### src/rtl/clock_disp_pkg.sv
// Shared types and constants for the MM:SS seven-segment display stage.
// Segment patterns are active-low, ordered {g,f,e,d,c,b,a}.
package clock_disp_pkg;

  typedef enum logic [1:0] {
    IDLE     = 2'd0,
    CONV_MIN = 2'd1,
    CONV_SEC = 2'd2,
    COMMIT   = 2'd3
  } state_t;

  localparam logic [6:0] SEG_0     = 7'b1000000;
  localparam logic [6:0] SEG_1     = 7'b1111001;
  localparam logic [6:0] SEG_2     = 7'b0100100;
  localparam logic [6:0] SEG_3     = 7'b0110000;
  localparam logic [6:0] SEG_4     = 7'b0011001;
  localparam logic [6:0] SEG_5     = 7'b0010010;
  localparam logic [6:0] SEG_6     = 7'b0000010;
  localparam logic [6:0] SEG_7     = 7'b1111000;
  localparam logic [6:0] SEG_8     = 7'b0000000;
  localparam logic [6:0] SEG_9     = 7'b0010000;
  localparam logic [6:0] SEG_DASH  = 7'b0111111;
  localparam logic [6:0] SEG_BLANK = 7'b1111111;

  // Digit code used for a field whose captured value was out of range.
  localparam logic [3:0] DIGIT_DASH = 4'hF;

endpackage

### src/rtl/seg7_decode.sv
// Combinational digit-code to active-low seven-segment map.
// Codes 0-9 show the digit, 4'hF shows a dash, anything else is blank.
module seg7_decode
  import clock_disp_pkg::*;
(
  input  logic [3:0] digit,
  output logic [6:0] seg
);

  always_comb begin
    seg = SEG_BLANK;
    case (digit)
      4'd0:       seg = SEG_0;
      4'd1:       seg = SEG_1;
      4'd2:       seg = SEG_2;
      4'd3:       seg = SEG_3;
      4'd4:       seg = SEG_4;
      4'd5:       seg = SEG_5;
      4'd6:       seg = SEG_6;
      4'd7:       seg = SEG_7;
      4'd8:       seg = SEG_8;
      4'd9:       seg = SEG_9;
      DIGIT_DASH: seg = SEG_DASH;
      default:    seg = SEG_BLANK;
    endcase
  end

endmodule

### src/rtl/clock_display_mux.sv
// MM:SS display stage: captures binary minutes/seconds, converts them to BCD by
// repeated subtract-10, and scans a 4-digit common-anode display. Optional
// colon blink on the digit-2 decimal point is enabled by defining DP_BLINK_EN.
module clock_display_mux
  import clock_disp_pkg::*;
#(
  parameter  int REFRESH_DIV = 50000,
  localparam int CNT_W       = $clog2(REFRESH_DIV)
) (
  input  logic       clk,
  input  logic       rst_n,
  input  logic       load,
  input  logic [5:0] minutes,
  input  logic [5:0] seconds,
  input  logic       sec_tick,
  output logic       busy,
  output logic       done,
  output logic [3:0] an,
  output logic [6:0] seg,
  output logic       dp_n
);

  function automatic logic out_of_range(input logic [5:0] v);
    return v > 6'd59;
  endfunction

  // Clamping bounds an out-of-range field to the 59 cycle count (6 steps).
  function automatic logic [5:0] clamp59(input logic [5:0] v);
    return out_of_range(v) ? 6'd59 : v;
  endfunction

  state_t state, state_nxt;

  logic [5:0] min_sh, sec_sh;
  logic [5:0] work, work_nxt;
  logic [3:0] tens, tens_nxt;
  logic [3:0] m_tens, m_ones, s_tens, s_ones;
  logic [3:0] m_tens_nxt, m_ones_nxt, s_tens_nxt, s_ones_nxt;
  logic       capture;

  // disp[3]=minutes tens, [2]=minutes ones, [1]=seconds tens, [0]=seconds ones
  logic [3:0][3:0] disp, disp_nxt;

  logic [CNT_W-1:0] cnt, cnt_nxt;
  logic [1:0]       idx, idx_nxt;
  logic             wrap;
  logic [3:0]       digit_sel;
  logic [6:0]       seg_dec;

  assign capture = (state == IDLE) && load;
  assign busy    = (state == CONV_MIN) || (state == CONV_SEC);
  assign done    = (state == COMMIT);

  always_comb begin
    state_nxt  = state;
    work_nxt   = work;
    tens_nxt   = tens;
    m_tens_nxt = m_tens;
    m_ones_nxt = m_ones;
    s_tens_nxt = s_tens;
    s_ones_nxt = s_ones;
    disp_nxt   = disp;
    case (state)
      IDLE: begin
        if (load) begin
          work_nxt  = clamp59(minutes);
          tens_nxt  = 4'd0;
          state_nxt = CONV_MIN;
        end
      end
      CONV_MIN: begin
        if (work >= 6'd10) begin
          work_nxt = work - 6'd10;
          tens_nxt = tens + 4'd1;
        end else begin
          m_tens_nxt = out_of_range(min_sh) ? DIGIT_DASH : tens;
          m_ones_nxt = out_of_range(min_sh) ? DIGIT_DASH : work[3:0];
          work_nxt   = clamp59(sec_sh);
          tens_nxt   = 4'd0;
          state_nxt  = CONV_SEC;
        end
      end
      CONV_SEC: begin
        if (work >= 6'd10) begin
          work_nxt = work - 6'd10;
          tens_nxt = tens + 4'd1;
        end else begin
          s_tens_nxt = out_of_range(sec_sh) ? DIGIT_DASH : tens;
          s_ones_nxt = out_of_range(sec_sh) ? DIGIT_DASH : work[3:0];
          state_nxt  = COMMIT;
        end
      end
      COMMIT: begin
        disp_nxt  = {m_tens, m_ones, s_tens, s_ones};
        state_nxt = IDLE;
      end
      default: state_nxt = IDLE;
    endcase
  end

  always_ff @(posedge clk or negedge rst_n) begin
    if (!rst_n) begin
      state <= IDLE;
      disp  <= '0;
    end else begin
      state <= state_nxt;
      disp  <= disp_nxt;
    end
  end

  // Conversion datapath: only read after being written in the same conversion.
  always_ff @(posedge clk) begin
    if (capture) begin
      min_sh <= minutes;
      sec_sh <= seconds;
    end
    work   <= work_nxt;
    tens   <= tens_nxt;
    m_tens <= m_tens_nxt;
    m_ones <= m_ones_nxt;
    s_tens <= s_tens_nxt;
    s_ones <= s_ones_nxt;
  end

  always_comb begin
    wrap    = (cnt == CNT_W'(REFRESH_DIV - 1));
    cnt_nxt = wrap ? '0 : cnt + CNT_W'(1);
    idx_nxt = wrap ? idx + 2'd1 : idx;
  end

  // Decode from next-cycle digits so a commit reaches seg on the same edge.
  assign digit_sel = disp_nxt[idx_nxt];

  seg7_decode u_dec (
    .digit (digit_sel),
    .seg   (seg_dec)
  );

  always_ff @(posedge clk or negedge rst_n) begin
    if (!rst_n) begin
      cnt <= '0;
      idx <= 2'd0;
      an  <= 4'b1110;
      seg <= SEG_0;
    end else begin
      cnt <= cnt_nxt;
      idx <= idx_nxt;
      an  <= ~(4'b0001 << idx_nxt);
      seg <= seg_dec;
    end
  end

`ifdef DP_BLINK_EN
  logic colon, colon_nxt;

  assign colon_nxt = colon ^ sec_tick;

  always_ff @(posedge clk or negedge rst_n) begin
    if (!rst_n) begin
      colon <= 1'b0;
      dp_n  <= 1'b1;
    end else begin
      colon <= colon_nxt;
      dp_n  <= !((idx_nxt == 2'd2) && colon_nxt);
    end
  end
`else
  logic unused_sec_tick;

  assign unused_sec_tick = sec_tick;
  assign dp_n            = 1'b1;
`endif

endmodule

### config.mk
export PLATFORM = sky130hd
export DESIGN_NAME = clock_display_mux
export DESIGN_NICKNAME = d
export VERILOG_FILES = /design/src/rtl/clock_disp_pkg.sv /design/src/rtl/seg7_decode.sv /design/src/rtl/clock_display_mux.sv
export SDC_FILE = /design/constraint.sdc
export NUM_CORES = 1
export LEC_CHECK = 0
export CORE_ASPECT_RATIO = 1.25
export CORE_MARGIN = 3
export CORE_UTILIZATION = 43
export CTS_CLUSTER_SIZE = 30
export DETAILED_ROUTE_END_ITERATION = 8
export PLACE_DENSITY = 0.64
export SKIP_LAST_GASP = 1
export SYNTH_ARGS = -nofsm -noshare
export SYNTH_HDL_FRONTEND = slang
export SYNTH_SLANG_ARGS = --single-unit
### constraint.sdc
create_clock -name clk -period 3.6 [get_ports clk]
set_input_delay 0.36 -clock clk [delete_from_list [all_inputs] [get_ports clk]]
set_output_delay 0.36 -clock clk [all_outputs]
set_load 0.1 [all_outputs]
==> results of run 1 <==
synth_stat cells, drive strengths merged (8+ instances only):
master  number  share of area (%)
dfrtp       43                 28
edfxtp      36                 29
inv         20                2.0
nand2       20                2.0
mux2        19                6.0
nor2        17                1.7
ha          14                4.6
mux2i       13                3.5
nand2b      12                2.0
nand3       12                1.6
nor3        10                1.3
xnor2       10                2.5
o21ai        9                1.2
a21oi        8                1.2
xor2         8                1.9
layer usage:
metal	vias to the layer above	global-route usage, %
met5	-	0
met4	0	6.24
met3	9	2.65
met2	42	24.0
met1	1101	14.8
li1	1120	-
state kept, by name, summed over array words and instances (netlist names), 6 cells and up:
name,count
cnt,16
work,6
sec_sh,6
disp,16
seg,7
cell families (layout without fill, tap and decap cells):
| family | after synthesis | count (layout) |
|---|---|---|
| AOI/OAI and AO/OA | 32 | 32 |
| buffers and inverters | 26 | 69 |
| adders and majority gates | 14 | 14 |
| muxes | 32 | 32 |
| and+or+nand+nor | 91 | 91 |
| DFF | 83 | 83 |
| other | 1 | 1 |
| xor gates and xnor gates | 18 | 18 |
report_power, final:
group	switching, mW	internal [mW]	total, mW
Sequential	0.108	1.34	1.45
Combinational	1.10	0.630	1.73
Clock	0.303	0.348	0.651
Total	1.51	2.32	3.83
worst paths after layout:
check                              from     end  slack [ps]  cells past startpoint
worst max register to register  cnt[11]  seg[6]         500                     10
worst min-delay path              rst_n  cnt[8]         180                      1
max in group asynchronous         rst_n  seg[1]        2780                      1
worst max-delay path            cnt[11]  seg[6]         500                     10
worst min register to register   cnt[0]  cnt[0]         460                      1
min in group clk                 cnt[0]  cnt[0]         460                      1
metrics by stage:
step / std cells / util, % / cell area (um^2) / hold slack, ps
2_1_floorplan: 297 / - / 3780 / 64.4
3_3_place_gp: 441 / 50.2 / 4210 / 460
3_5_place_dp: 441 / 50.2 / 4210 / 458
4_1_cts: 457 / 52.5 / 4400 / 218
5_1_grt: 457 / 52.5 / 4400 / 283
6_report: 457 / 52.5 / 4400 / 179
worst max-delay path, stage by stage (launching register included):
cell and delay [ps]:
dfrtp_1 430, or4b_4 600, nor4_2 330, xnor2_1 450, mux2i_1 180, mux2_2 350, inv_1 110, ha_1 170
inv_1 40, mux2_4 250, mux2i_1 130
final cells by class:
type / instances / area (um^2)
clock buffer: 14 / 156
fill: 745 / 3980
tap: 117 / 146
sequential: 83 / 2260
clock inverter: 2 / 35.0
inverter: 20 / 75.1
timing repair buffer: 33 / 305
multi-input combinational: 188 / 1420
==> run summary, run 1 <==
Outcome: completed
Vias after detailed routing: 2,272
Peak VDD IR: 0.551 mV
XOR/XNOR share of the synthesized area: 4.37%
Pwr dens: 871 nW/um^2
Cell variety after synth: 48
Commonest non-fill, non-tap cell in the layout: dfrtp_1
Initial antenna violation count: 0
Worst slew pin tran: 1010 ps
YS warnings: 0
Slew Limit Fails: 0
Cell Area, Synth: 3780 um^2
Post-Synth Adder-Cell Area: 4.64%
CTS tree: yes
Layout cells sized above 1: 16.2%
Routed wire length: 6010 um
Post-DRT Antenna Nets: 0
Crit share post-route: 86.0%
Pin count of the biggest net entering global routing: 48
Clk_skew: 11.3 ps
Nature of the critical path startpoint: register
Total Routing Usage GR: 13.3%
Met1 WL: 2620 um
Synth Area per Inst: 12.7 um^2
Total setup buffers inserted after CTS: 0
Antenna cells: 0
Clock root cell: clkbuf_8
Die span in x: 89.8 um
Post-synth EDFFs: 36
Met3 wire length: 207 um
Max-cap violations: 0
Core box area: 8380 um^2
Setup repair after global routing missed its margin: false
Dpl hpwl: 4330 um
Area grow syn2layout: 16.4%
DR DRC count: 0
Hold-fix buffers, CTS: 0
Synth Area in Compound Gates: 5.57%
Syn nets: 327
Final-report hold violation count: 0
Leakage: 1.89 nW
CTS max path bufs: 2
Endpoints failing setup: 0
WL met2: 3070 um
Die Y: 111 um
Max Used Layer: met4
Htree depth: 3
Yosys reg bits: 83
Setup crit end kind: register
Gp weighted congestion: 0.737
Post-CTS sizing: 0
Min-delay worst type: input pin to asynchronous set/reset pin
GRT Residual Overflow: 0
First-pass GRT wire length: 10,800 um
Post-synthesis sequential area ratio: 59.9%
Req. time, crit path: 3870 ps
Crit Path Max Fanout: 8
Post-DR vias/cell: 4.97
CP arrival: 3370 ps
Synth async-reset ratio: 56.6%
Most frequent cells in the layout: dfrtp_1 (43), edfxtp_1 (36), clkdlybuf4s50_1 (24)
IO buf count: 27
Routed wire per std cell: 13.1 um
Final nets: 365
Full die area: 9950 um^2
Power Total: 3.83 mW
Total negative slack: 0 ps
Simple-gate share of the synthesized area: 13.2%
Crit Path Class: register to register
Post-Synthesis Cells: 297
Main combinational cell family by area after synthesis: simple AND/OR/NAND/NOR gates
CTS buffer count: 9
I/O pin total: 30
First-pass DRT Iterations: 4
Pre-CTS setup slack: 479 ps
Clk_lat worst skew: 340 ps
Worst slew margin: 32.6%
Main synth FF type: dfrtp_1
Number of global-route vias before repair: 2,464
Final min period: 3100 ps
Mux contribution to synthesized area: 9.51%
FMAX: 323 MHz
Initial Util: 45.1%
Core Rows: 37
Clock transition at path regs: 80 ps
Clock Sink Count: 83
Post-route setup slack: 503 ps
Initial DRC Count: 91
Note: power is estimated with default switching activity, not from simulation.
==> run 2, diff against run 1 <==
--- a/config.mk
+++ b/config.mk
@@ -5,6 +5,7 @@
 export SDC_FILE = /design/constraint.sdc
 export NUM_CORES = 1
 export LEC_CHECK = 0
+export ABC_CLOCK_PERIOD_IN_PS = 3600
 export CORE_ASPECT_RATIO = 1.25
 export CORE_MARGIN = 3
 export CORE_UTILIZATION = 43
==> results of run 2 <==
Same layout as run 1: the final DEF is identical, and so are final timing and power.
==> run 3, diff against run 2 <==
--- a/config.mk
+++ b/config.mk
@@ -12,6 +12,7 @@
 export CTS_CLUSTER_SIZE = 30
 export DETAILED_ROUTE_END_ITERATION = 8
 export PLACE_DENSITY = 0.64
+export RECOVER_POWER = 100
 export SKIP_LAST_GASP = 1
 export SYNTH_ARGS = -nofsm -noshare
 export SYNTH_HDL_FRONTEND = slang
==> run 3 against run 2 <==
Effect of this change: the run now ends with max-capacitance violations, max-slew violations left; global-route usage stayed put; count of clock-buffer cells in the layout stayed put; clock power hardly changed; power is 2.1% lower; critical path depth is 1 higher; register-to-register slack worse by 80 ps; final cell count stayed put; critical path type unchanged.
==> run summary, run 3 (synthesis results as in run 1) <==
Outcome: finished, violations left (was completed)
Failing checks: max-capacitance violations, max-slew violations
Initial DRC Count: 83 (was 91)
Finished Cell Area: 4340 um^2 (was 4400 um^2)
CTS tree: yes (unchanged)
Largest registers in the final layout: cnt x16, disp x16, seg x7 (unchanged)
First-pass DRT Iterations: 4 (unchanged)
Clk_lat worst skew: 340 ps (about the same)
Fillers: 754 (was 745)
Pin count of the biggest net entering global routing: 48 (unchanged)
Routed wire length: 5990 um (was 6010 um)
Slew Limit Fails: 48 (was 0)
Min-delay worst type: register to register (was input pin to asynchronous set/reset pin)
Pwr dens: 865 nW/um^2 (was 871 nW/um^2)
Sequential Area: 2260 um^2 (unchanged)
Dpl hpwl: 4330 um (unchanged)
Most frequent cells in the layout: dfrtp_1 (43), edfxtp_1 (36), dlygate4sd3_1 (21) (was dfrtp_1 (43), edfxtp_1 (36), clkdlybuf4s50_1 (24))
Worst R2R End: seg[3] (was seg[6])
Post-CTS sizing: 0 (unchanged)
HP Start: cnt[0]
Crit Path Max Fanout: 8 (unchanged)
Area after DPL: 4210 um^2 (unchanged)
Initial Util: 45.1% (unchanged)
Die span in x: 89.8 um (unchanged)
Final min period: 3170 ps (was 3100 ps)
Peak VDD IR: 0.524 mV (was 0.551 mV)
Power Total: 3.75 mW (was 3.83 mW)
Core Rows: 37 (unchanged)
Worst slew margin: -61.5% (was 32.6%)
Leakage: 1.86 nW (was 1.89 nW)
Post-DRT Antenna Nets: 0 (unchanged)
I/O pin total: 30 (unchanged)
Core box area: 8380 um^2 (unchanged)
Post-DR vias/cell: 4.99 (was 4.97)
Worst Hold Path EP: cnt[0]
Req. time, crit path: 3870 ps (about the same)
Routed wire per std cell: 13.1 um (about the same)
Full die area: 9950 um^2 (unchanged)
Layout cells sized above 1: 9.12% (was 16.2%)
Worst slew pin tran: 2420 ps (was 1010 ps)
Commonest non-fill, non-tap cell in the layout: dfrtp_1 (unchanged)
Initial antenna violation count: 0 (unchanged)
RR Startpoint: cnt[11] (unchanged)
Total Routing Usage GR: 13.3% (unchanged)
Area of the multi-input gates: 1370 um^2 (was 1420 um^2)
Pre-CTS setup slack: 479 ps (unchanged)
Total negative slack: 0 ps (unchanged)
Gp weighted congestion: 0.737 (unchanged)
Max-cap violations: 1 (was 0)
FMAX: 315 MHz (was 323 MHz)
Total setup buffers inserted after CTS: 0 (unchanged)
WHS Path Cells: 1
Final std cells w/o fill: 457 (unchanged)
Post-layout util: 51.8% (was 52.5%)
Area grow syn2layout: 14.9% (was 16.4%)
Endpoints failing setup: 0 (unchanged)
Number of global-route vias before repair: 2,464 (unchanged)
Post-route setup slack: 427 ps (was 503 ps)
Nature of the critical path startpoint: register (unchanged)
CTS max path bufs: 2 (unchanged)
Clock transition at path regs: 80 ps (about the same)
Antenna cells: 0 (unchanged)
Final nets: 365 (unchanged)
Reg2Reg Setup Slack: 430 ps (was 500 ps)
Crit share post-route: 88.1% (was 86.0%)
Path depth of the worst reg2reg path: 11 (was 10)
Setup repair after global routing missed its margin: false (unchanged)
Hold slack: 464 ps (was 179 ps)
DR DRC count: 0 (unchanged)
CP arrival: 3440 ps (was 3370 ps)
Setup crit end kind: register (unchanged)
Clock root cell: clkbuf_8 (unchanged)
Crit Path Class: register to register (unchanged)
GRT Residual Overflow: 0 (unchanged)
CTS buffer count: 9 (unchanged)
First-pass GRT wire length: 10,800 um (unchanged)
Final-report hold violation count: 0 (unchanged)
Dpl cells: 441 (unchanged)
Clk_skew: 13.0 ps (was 11.3 ps)
Htree depth: 3 (unchanged)
Clock Sink Count: 83 (unchanged)
IO buf count: 27 (unchanged)
Die Y: 111 um (unchanged)
Hold-fix buffers, CTS: 0 (unchanged)
Vias after detailed routing: 2,279 (was 2,272)
-- run 3: cell count changes in the layout (fill, tap and decap cells not counted), moves of 2 or more --
cell | before | now
clkdlybuf4s50_1 | 24 | 3
dlygate4sd3_1 | 0 | 21
mux2_1 | 0 | 13
mux2_2 | 16 | 3
buf_4 | 8 | 3
clkbuf_1 | 3 | 8
nor4_1 | 0 | 3
and2_0 | 0 | 2
and2_1 | 2 | 0
nor4_2 | 2 | 0
-- run 3: layout make-up --
| type | instances | share of cell area [%] |
|---|---|---|
| Clock buffer | 14 | 3.61 |
| Clock inverter | 2 | 0.808 |
| Inverter | 20 | 1.73 |
| Multi-Input combinational cell | 188 | 31.7 |
| Sequential cell | 83 | 52.1 |
| Tap cell | 117 | 3.37 |
| Timing Repair Buffer | 33 | 6.66 |
-- run 3: report_power, final --
part | internal (mW) | switching, mW | leakage, nW
Clock | 0.348 | 0.305 | 0.0981
Combinational | 0.558 | 1.09 | 0.844
Sequential | 1.34 | 0.103 | 0.915
Total | 2.25 | 1.50 | 1.86
-- run 3: how the worst max path moves through the flow --
stage,start,end,depth (start not counted)
floorplan,state[0],seg[3],11
global placement,cnt[11],seg[6],10
detailed placement,cnt[11],seg[6],10
CTS,cnt[11],seg[6],10
global route,cnt[11],seg[6],10
finish,cnt[11],seg[3],11
-- run 3: worst max-delay path, cell delays in order (launching register included) --
cell and delay, ps:
dfrtp_1 420, or4b_1 600, nor4_1 390, xnor2_1 470
mux2i_1 280, mux2i_1 90, buf_4 190, inv_1 100
ha_1 230, inv_1 90, mux2i_1 80, a21oi_1 160
-- run 3: layer usage --
metal	wire length (um)	global-route usage (%)	part of all wire (%)	vias up
met5	0	0	0	-
met4	107	6.24	1.8	0
met3	220	2.65	3.7	9
met2	3070	24.0	51	45
met1	2590	14.8	43	1106
li1	-	-	-	1119
